--- src/rtl/ahb_timer_led_slave.sv ---
// AHB-Lite slave: reloadable 32-bit down-counter with underflow flag,
// interrupt request and a firmware-controlled LED output.
module ahb_timer_led_slave #(
  parameter int          ADDR_W     = 12,
  parameter logic [31:0] RELOAD_RST = 32'd26999999
) (
  input  logic              sysclk,
  input  logic              RSTn,
  input  logic              HSEL,
  input  logic [ADDR_W-1:0] HADDR,
  input  logic [1:0]        HTRANS,
  input  logic              HWRITE,
  input  logic [2:0]        HSIZE,
  input  logic [31:0]       HWDATA,
  input  logic              HREADY,
  output logic              HREADYOUT,
  output logic              HRESP,
  output logic [31:0]       HRDATA,
  output logic              led,
  output logic              irq
);

  typedef enum logic [1:0] {
    S_IDLE,
    S_ERR1,
    S_ERR2
  } state_t;

  localparam int WW = ADDR_W - 2;

  state_t state;
  state_t state_n;

  logic          acc;
  logic          legal;
  logic          acc_ok;
  logic          acc_bad;
  logic [WW-1:0] word;

  logic       dp_valid;
  logic       dp_write;
  logic [2:0] dp_idx;

  logic wr;
  logic wr_ctrl;
  logic wr_reload;
  logic wr_value;
  logic wr_status;
  logic wr_led;
  logic rd;

  logic [3:0]  ctrl;
  logic [31:0] reload;
  logic [31:0] value;
  logic        uf;
  logic        led_q;

  logic en;
  logic ie;
  logic auto_rl;
  logic ledtog;
  logic hit;

  logic unused_ok;

  assign unused_ok = HTRANS[0];

  // Address phase decode
  assign acc     = HSEL & HREADY & HTRANS[1];
  assign word    = HADDR[ADDR_W-1:2];
  assign legal   = (HSIZE == 3'b010)
                 & (HADDR[1:0] == 2'b00)
                 & (word < WW'(5));
  assign acc_ok  = acc & legal;
  assign acc_bad = acc & ~legal;

  always_ff @(posedge sysclk or negedge RSTn) begin
    if (!RSTn) begin
      dp_valid <= 1'b0;
      dp_write <= 1'b0;
      dp_idx   <= 3'd0;
    end else if (HREADY) begin
      dp_valid <= acc_ok;
      dp_write <= HWRITE;
      dp_idx   <= HADDR[4:2];
    end else begin
      dp_valid <= 1'b0;
    end
  end

  always_ff @(posedge sysclk or negedge RSTn) begin
    if (!RSTn) begin
      state <= S_IDLE;
    end else begin
      state <= state_n;
    end
  end

  // Two-cycle ERROR; a new transfer may start in ERR2
  always_comb begin
    state_n = state;
    unique case (state)
      S_IDLE: begin
        if (acc_bad) begin
          state_n = S_ERR1;
        end
      end
      S_ERR1: begin
        state_n = S_ERR2;
      end
      S_ERR2: begin
        state_n = acc_bad ? S_ERR1 : S_IDLE;
      end
      default: begin
        state_n = S_IDLE;
      end
    endcase
  end

  assign HREADYOUT = (state != S_ERR1);
  assign HRESP     = (state != S_IDLE);

  assign wr        = dp_valid & dp_write;
  assign rd        = dp_valid & ~dp_write;
  assign wr_ctrl   = wr & (dp_idx == 3'd0);
  assign wr_reload = wr & (dp_idx == 3'd1);
  assign wr_value  = wr & (dp_idx == 3'd2);
  assign wr_status = wr & (dp_idx == 3'd3);
  assign wr_led    = wr & (dp_idx == 3'd4);

  assign en      = ctrl[0];
  assign ie      = ctrl[1];
  assign auto_rl = ctrl[2];
  assign ledtog  = ctrl[3];
  assign hit     = en & (value == 32'd0);

  // Bus writes take priority over hardware updates, except UF set
  always_ff @(posedge sysclk or negedge RSTn) begin
    if (!RSTn) begin
      ctrl <= 4'd0;
    end else if (wr_ctrl) begin
      ctrl <= HWDATA[3:0];
    end else if (hit & ~auto_rl) begin
      ctrl[0] <= 1'b0;
    end
  end

  always_ff @(posedge sysclk or negedge RSTn) begin
    if (!RSTn) begin
      reload <= RELOAD_RST;
    end else if (wr_reload) begin
      reload <= HWDATA;
    end
  end

  always_ff @(posedge sysclk or negedge RSTn) begin
    if (!RSTn) begin
      value <= 32'd0;
    end else if (wr_value) begin
      value <= HWDATA;
    end else if (en) begin
      if (value != 32'd0) begin
        value <= value - 32'd1;
      end else if (auto_rl) begin
        value <= reload;
      end
    end
  end

  always_ff @(posedge sysclk or negedge RSTn) begin
    if (!RSTn) begin
      uf <= 1'b0;
    end else if (hit) begin
      uf <= 1'b1;
    end else if (wr_status & HWDATA[0]) begin
      uf <= 1'b0;
    end
  end

  always_ff @(posedge sysclk or negedge RSTn) begin
    if (!RSTn) begin
      led_q <= 1'b0;
    end else if (wr_led) begin
      led_q <= HWDATA[0];
    end else if (hit & ledtog) begin
      led_q <= ~led_q;
    end
  end

  always_comb begin
    HRDATA = 32'd0;
    if (rd) begin
      unique case (1'b1)
        (dp_idx == 3'd0): HRDATA = {28'd0, ctrl};
        (dp_idx == 3'd1): HRDATA = reload;
        (dp_idx == 3'd2): HRDATA = value;
        (dp_idx == 3'd3): HRDATA = {31'd0, uf};
        (dp_idx == 3'd4): HRDATA = {31'd0, led_q};
        default:          HRDATA = 32'd0;
      endcase
    end
  end

  assign led = led_q;
  assign irq = uf & ie;

endmodule

--- config.mk ---
export PLATFORM = sky130hd
export DESIGN_NAME = ahb_timer_led_slave
export DESIGN_NICKNAME = d
export VERILOG_FILES = /design/src/rtl/ahb_timer_led_slave.sv
export SDC_FILE = /design/constraint.sdc
export NUM_CORES = 1
export LEC_CHECK = 0
export CAP_MARGIN = 20
export CORE_ASPECT_RATIO = 1.25
export CORE_MARGIN = 2
export CORE_UTILIZATION = 45
export CTS_BUF_LIST = sky130_fd_sc_hd__clkbuf_2
export CTS_CLUSTER_SIZE = 28
export DETAILED_ROUTE_END_ITERATION = 8
export DONT_BUFFER_PORTS = 1
export GPL_ROUTABILITY_DRIVEN = 0
export PLACE_DENSITY = 0.64
export SETUP_SLACK_MARGIN = 0.1
export SYNTH_ARGS = -nofsm -noshare
export SYNTH_HDL_FRONTEND = slang
export SYNTH_SLANG_ARGS = --single-unit
--- constraint.sdc ---
create_clock -name sysclk -period 2.9 [get_ports sysclk]
set_input_delay 0.725 -clock sysclk [delete_from_list [all_inputs] [get_ports sysclk]]
set_output_delay 0.725 -clock sysclk [all_outputs]
set_load 0.02 [all_outputs]
Word-level counts from Yosys, hierarchy flattened
Index checks and enable logic that the tools add are counted.

Logic and storage cells: 71. Flip-flop bits (word level): 77. Input port bits: 54. Output and inout port bits: 36.

Muxes and demuxes: 16. Equality and inequality tests: 9. $lt $le $gt $ge: 1. Bitwise gates (word level): 22. $add $sub $neg: 1. Reductions and logical operators: 12.

Operators with widths (count): 32-bit 2-to-1 mux (5); 32-bit case mux with 5 select lines (1); 32-bit logical NOT (1); 32-bit nonzero test (1); 32-bit by 1-bit subtractor with 32-bit output, second input constant (1); 1-bit bitwise AND (18); 10-bit by 3-bit < comparator with 1-bit output, second input constant (1); 2-bit nonzero test (5); 3-bit by 2-bit == test with 1-bit output, second input constant (3); 1-bit 2-to-1 mux (8); 2-bit case mux with 3 select lines (1); 2-bit logical NOT (2); 1-bit inverter (4); 3-bit by 1-bit == test with 1-bit output, second input constant (1); 3-bit == test, second input constant (1); 3-bit logical NOT (1); 3-bit nonzero test (1); 2-bit by 1-bit == test with 1-bit output, second input constant (1); 2-bit == test, second input constant (1); 2-bit 2-to-1 mux (1); 2-bit by 1-bit inequality test with 1-bit output, second input constant (1); 2-bit inequality test, second input constant (1); 2-bit AND reduction (1).

Longest topological paths before layout
Depth after elaboration: 7. Gate-level depth with buffers: 10. Gate-level depth less buffers: 8.

Least setup slack after synthesis
OpenSTA, ideal clock, no wires.

Kind: register -> output. Start point: reg dp_idx[0]. End point: out HRDATA[11]. Path slack: 504 ps. Required time: 2175 ps. Arrival time: 1671 ps. Cell stages (with the launch flop): 6. Buffers on the path: 2. Path through: dfrtp_1 -> nor3b_1 -> clkbuf_1 -> buf_1 -> a22oi_1 -> nor2_1.

Word-level cells in the longest chain between the ends: 3. Elaborated cells on any way between the ends: 7. Classes of those cells: eq/ne: 4; mux: 2; reduce/logical: 1.

Ends and longest elaborated chain: start, declared (line 42) `logic [2:0] dp_idx;`; start signal, assigned (line 85) `dp_idx <= HADDR[4:2];`; 3-bit == test (tied with other cells) (line 198) `(dp_idx == 3'd4): HRDATA = {31'd0, led_q};`; 32-bit case mux with 5 select lines (*) (line 193) `unique case (1'b1)`; 32-bit 2-to-1 mux (*) (line 192) `if (rd) begin`; end, declared (line 18) `output logic [31:0] HRDATA,`.

Mark *: on every way between the ends. The rest lies on a longest branch, timed or not.

Worst setup path after layout
Start point: reg ctrl[0]. End point: out HRDATA[0].

Word-level cells in the longest chain between the ends: 2.

Ends and longest elaborated chain: start, declared (line 52) `logic [3:0] ctrl;`; start signal, assigned (line 142) `ctrl <= HWDATA[3:0];`; 32-bit case mux with 5 select lines (line 193); 32-bit 2-to-1 mux (line 192).

No other way between the ends.

==> results.yml <==
run_status:
  run_status: "finished clean"
global_routing:
  grt_max_degree: 78
  met3_usage_pct: 5.260
  met1_usage_pct: 30.75
  grt.busiest_layer: "met2"
  grt_pass1_wl_um: 23430
  grt.total_usage_pct: 24.98
  grt_pass1_vias: 4551
  antenna_found_initial: 1
  grt_use_met2_pct: 42.16
  overflow: 0
yosys:
  yosys.area.top_type_share_pct: 29.60
  yosys.area.top_type: "dfrtp_1"
  synth_common_cells: "nor2_1 (62), dfrtp_1 (58), mux2_2 (40), nand2_1 (37), nand3_1 (35)"
  synth_fa_ha_area_share_pct: 0.5103
  postSynthAreaPerCell_um2: 9.148
  synth_cell_types: 68
  syn_inst: 536
  synth_edf_count: 0
  async_flop_share_pct: 100.0
  synth_area_um2: 4903
  synth.area.mux_share_pct: 11.07
  syn-num-nets: 592
  yosys_warnings: 0
  synth_simple_gate_area_share_pct: 23.96
  synth-seq-area-share_pct: 39.78
  synth_top_flop_cell: "dfrtp_1"
  yosys.area_share.xor_xnor_pct: 3.215
  ys_seq_elements: 77
  synth_compound_area_share_pct: 17.15
  synth_area_leaders: "dfrtp_1 (30%), dfstp_2 (10%), mux2_2 (9.2%)"
  synth.most_common_cell: "nor2_1"
  synth_top_family_by_area: "simple AND/OR/NAND/NOR gates"
timing:
  setup_viol: 0
  skew_ps: 30.59
  relSlewSlack_pct: 34.01
  fin_crit_ps: 2750
  slew_violations: 0
  finalHoldViolations: 0
  rsz0062_at_grt: "false"
  timing.setup.tns_ps: 0
  max_freq_mhz: 363.6
  timing.final.crit_share_pct: 94.83
  tightest_slew_ps: 980.8
  setup_ws_ps: 149.9
placed_design:
  port_buffers: 0
  dpl.cell_count: 680
  hpwl_um: 9795
  place_ws_ps: 302.7
clock_network:
  htree_levels: 3
  clk_pin_slew_ps: 210
  cts_tree: "done"
  cts_sinks: 77
  cts_buffers: 9
  root_buffer: "clkbuf_2"
  insertion_delay_ps: 570
  clockBufferDepth: 2
drt:
  viasPerCell: 6.403
  vias: 4533
  dr.pass1.iters: 6
  finalWirelength_um: 14630
  drc: 0
  routedWlPerCell_um: 20.67
  postRouteAntennaNets: 0
  drt-initial-drc-count: 331
floorplanning:
  die_area_um2: 11750
  floorplan.initialDensity_pct: 46.19
  die_x_um: 97.37
  io_pins: 90
  row_count: 42
  coreArea_um2: 10620
  fp.dieH_um: 120.7
setup_path:
  path_cells: "mux4_2 -> nand2b_1 -> a21oi_1 -> buf_4"
  critPathRequiredTime_ps: 2170
  cpMaxStageDelayCell: "dfrtp_1"
  end_kind: "output port"
  timing.critical_path.buf_inv: 1
  slowest_delay_ps: 610
  critPathTopFamily: "flip-flops"
  critPathLaunchType: "flip-flop"
  crit_fanout: 11
  critical_path_arrival_ps: 2030
  crit_type: "reg2out"
pwr:
  ir_drop_v: 0.0002449
  p_leak_nw: 2.107
  p_per_area_nw_per_um2: 366.7
hold_path:
  hold_path.class: "in2async"
cells_and_area:
  nets: 626
  drive_above_1_share_pct: 28.52
  fin_cells: 708
  synthToLayoutAreaGrowth_pct: 12.83
flow_run:
  cap_violations: 0
registers in the layout (all words and copies together), names as in the netlist:
| register | flops |
|---|---|
| ctrl | 4 |
| dp_idx | 3 |
| dp_valid | 1 |
| dp_write | 1 |
| led | 1 |
| reload | 32 |
| state | 2 |
| uf | 1 |
| value | 32 |
what timing repair did:
action,in CTS,in global routing
pin swaps,0,2
setup buffers,3,5
hold buffers,1,0
gates cloned,0,2
setup endpoints to repair,32,33
gates resized for setup,5,13
hold endpoints to repair,77,0
cells in the final DEF (no fill, tap or decap), types with 6 or more instances in the layout:
cell      count
nor2_1       62
buf_4        59
dfrtp_1      55
mux2_2       40
nand2_1      37
nand3_1      35
a22oi_1      27
nor3_1       22
dfstp_2      19
o211ai_1     15
a21oi_1      14
a31oi_1      13
o21ai_1      12
clkbuf_2     12
xnor2_1      11
nand3b_1      8
mux2i_1       7
nor4_1        7
o21ai_0       7
xor2_1        7
inv_1         6
area by class of cell:
type	count	area [um2]
antenna	1	2.502
clock buffer	12	60.06
clock inverter	4	17.52
fill	1003	5082
inverter	6	22.52
multi-input combinational	410	2769
sequential	77	1954
tap	132	165.2
timing repair buffer	66	541.8
logic make-up (layout without fill, tap and decap cells):
logic type | Yosys count | after routing
fa+ha+maj | 2 | 2
other cells | 0 | 1
xor+xnor | 18 | 18
flops | 77 | 77
simple gates | 221 | 221
compound gates | 121 | 121
mux | 48 | 48
buf+inv | 49 | 88
per-stage QoR:
stage	instance area, um2	hold WS, ps	utilization [%]	power [mW]
floorplan	4903	405.1	-	1.435
global placement	5303	419.5	49.95	1.473
detailed placement	5303	425.2	49.95	1.480
CTS	5441	10.58	51.26	2.018
global route	5533	26.57	52.12	2.120
finish	5533	6.112	52.12	2.029
final timing paths:
check	start	endpoint	slack [ps]	depth (start not counted)
max in group asynchronous	RSTn	reload[24]	2500	1
min in group sysclk	HWDATA[0]	ctrl[0]	250	2
worst min-delay path	RSTn	ctrl[3]	6	1
worst min register to register	state[1]	state[1]	460	1
worst max-delay path	ctrl[0]	HRDATA[0]	150	4
worst max register to register	value[0]	value[24]	270	8
where the power goes:
part	leakage, nW	internal [mW]	switching (mW)
registers	0.872	1.13	0.110
clock network	0.0608	0.116	0.388
logic	1.17	0.145	0.142
total	2.11	1.39	0.639
layer usage:
layer  wire length (um)  vias up  part of all wire (%)
li1                   -     2071                     -
met1               5929     2224                    41
met2               7278      214                    50
met3               1181       24                   8.1
met4                244        0                   1.7
met5                  0        -                     0
worst reg2reg max path: cells and delay by family (launching register included):
kind                       cells  cell delay, ps
and+or+nand+nor                3            1160
AOI/OAI and AO/OA              3             580
buffers and inverters          1             110
adders and majority gates      1             200
DFF                            1             480
Power figures use the tool's default switching activity.
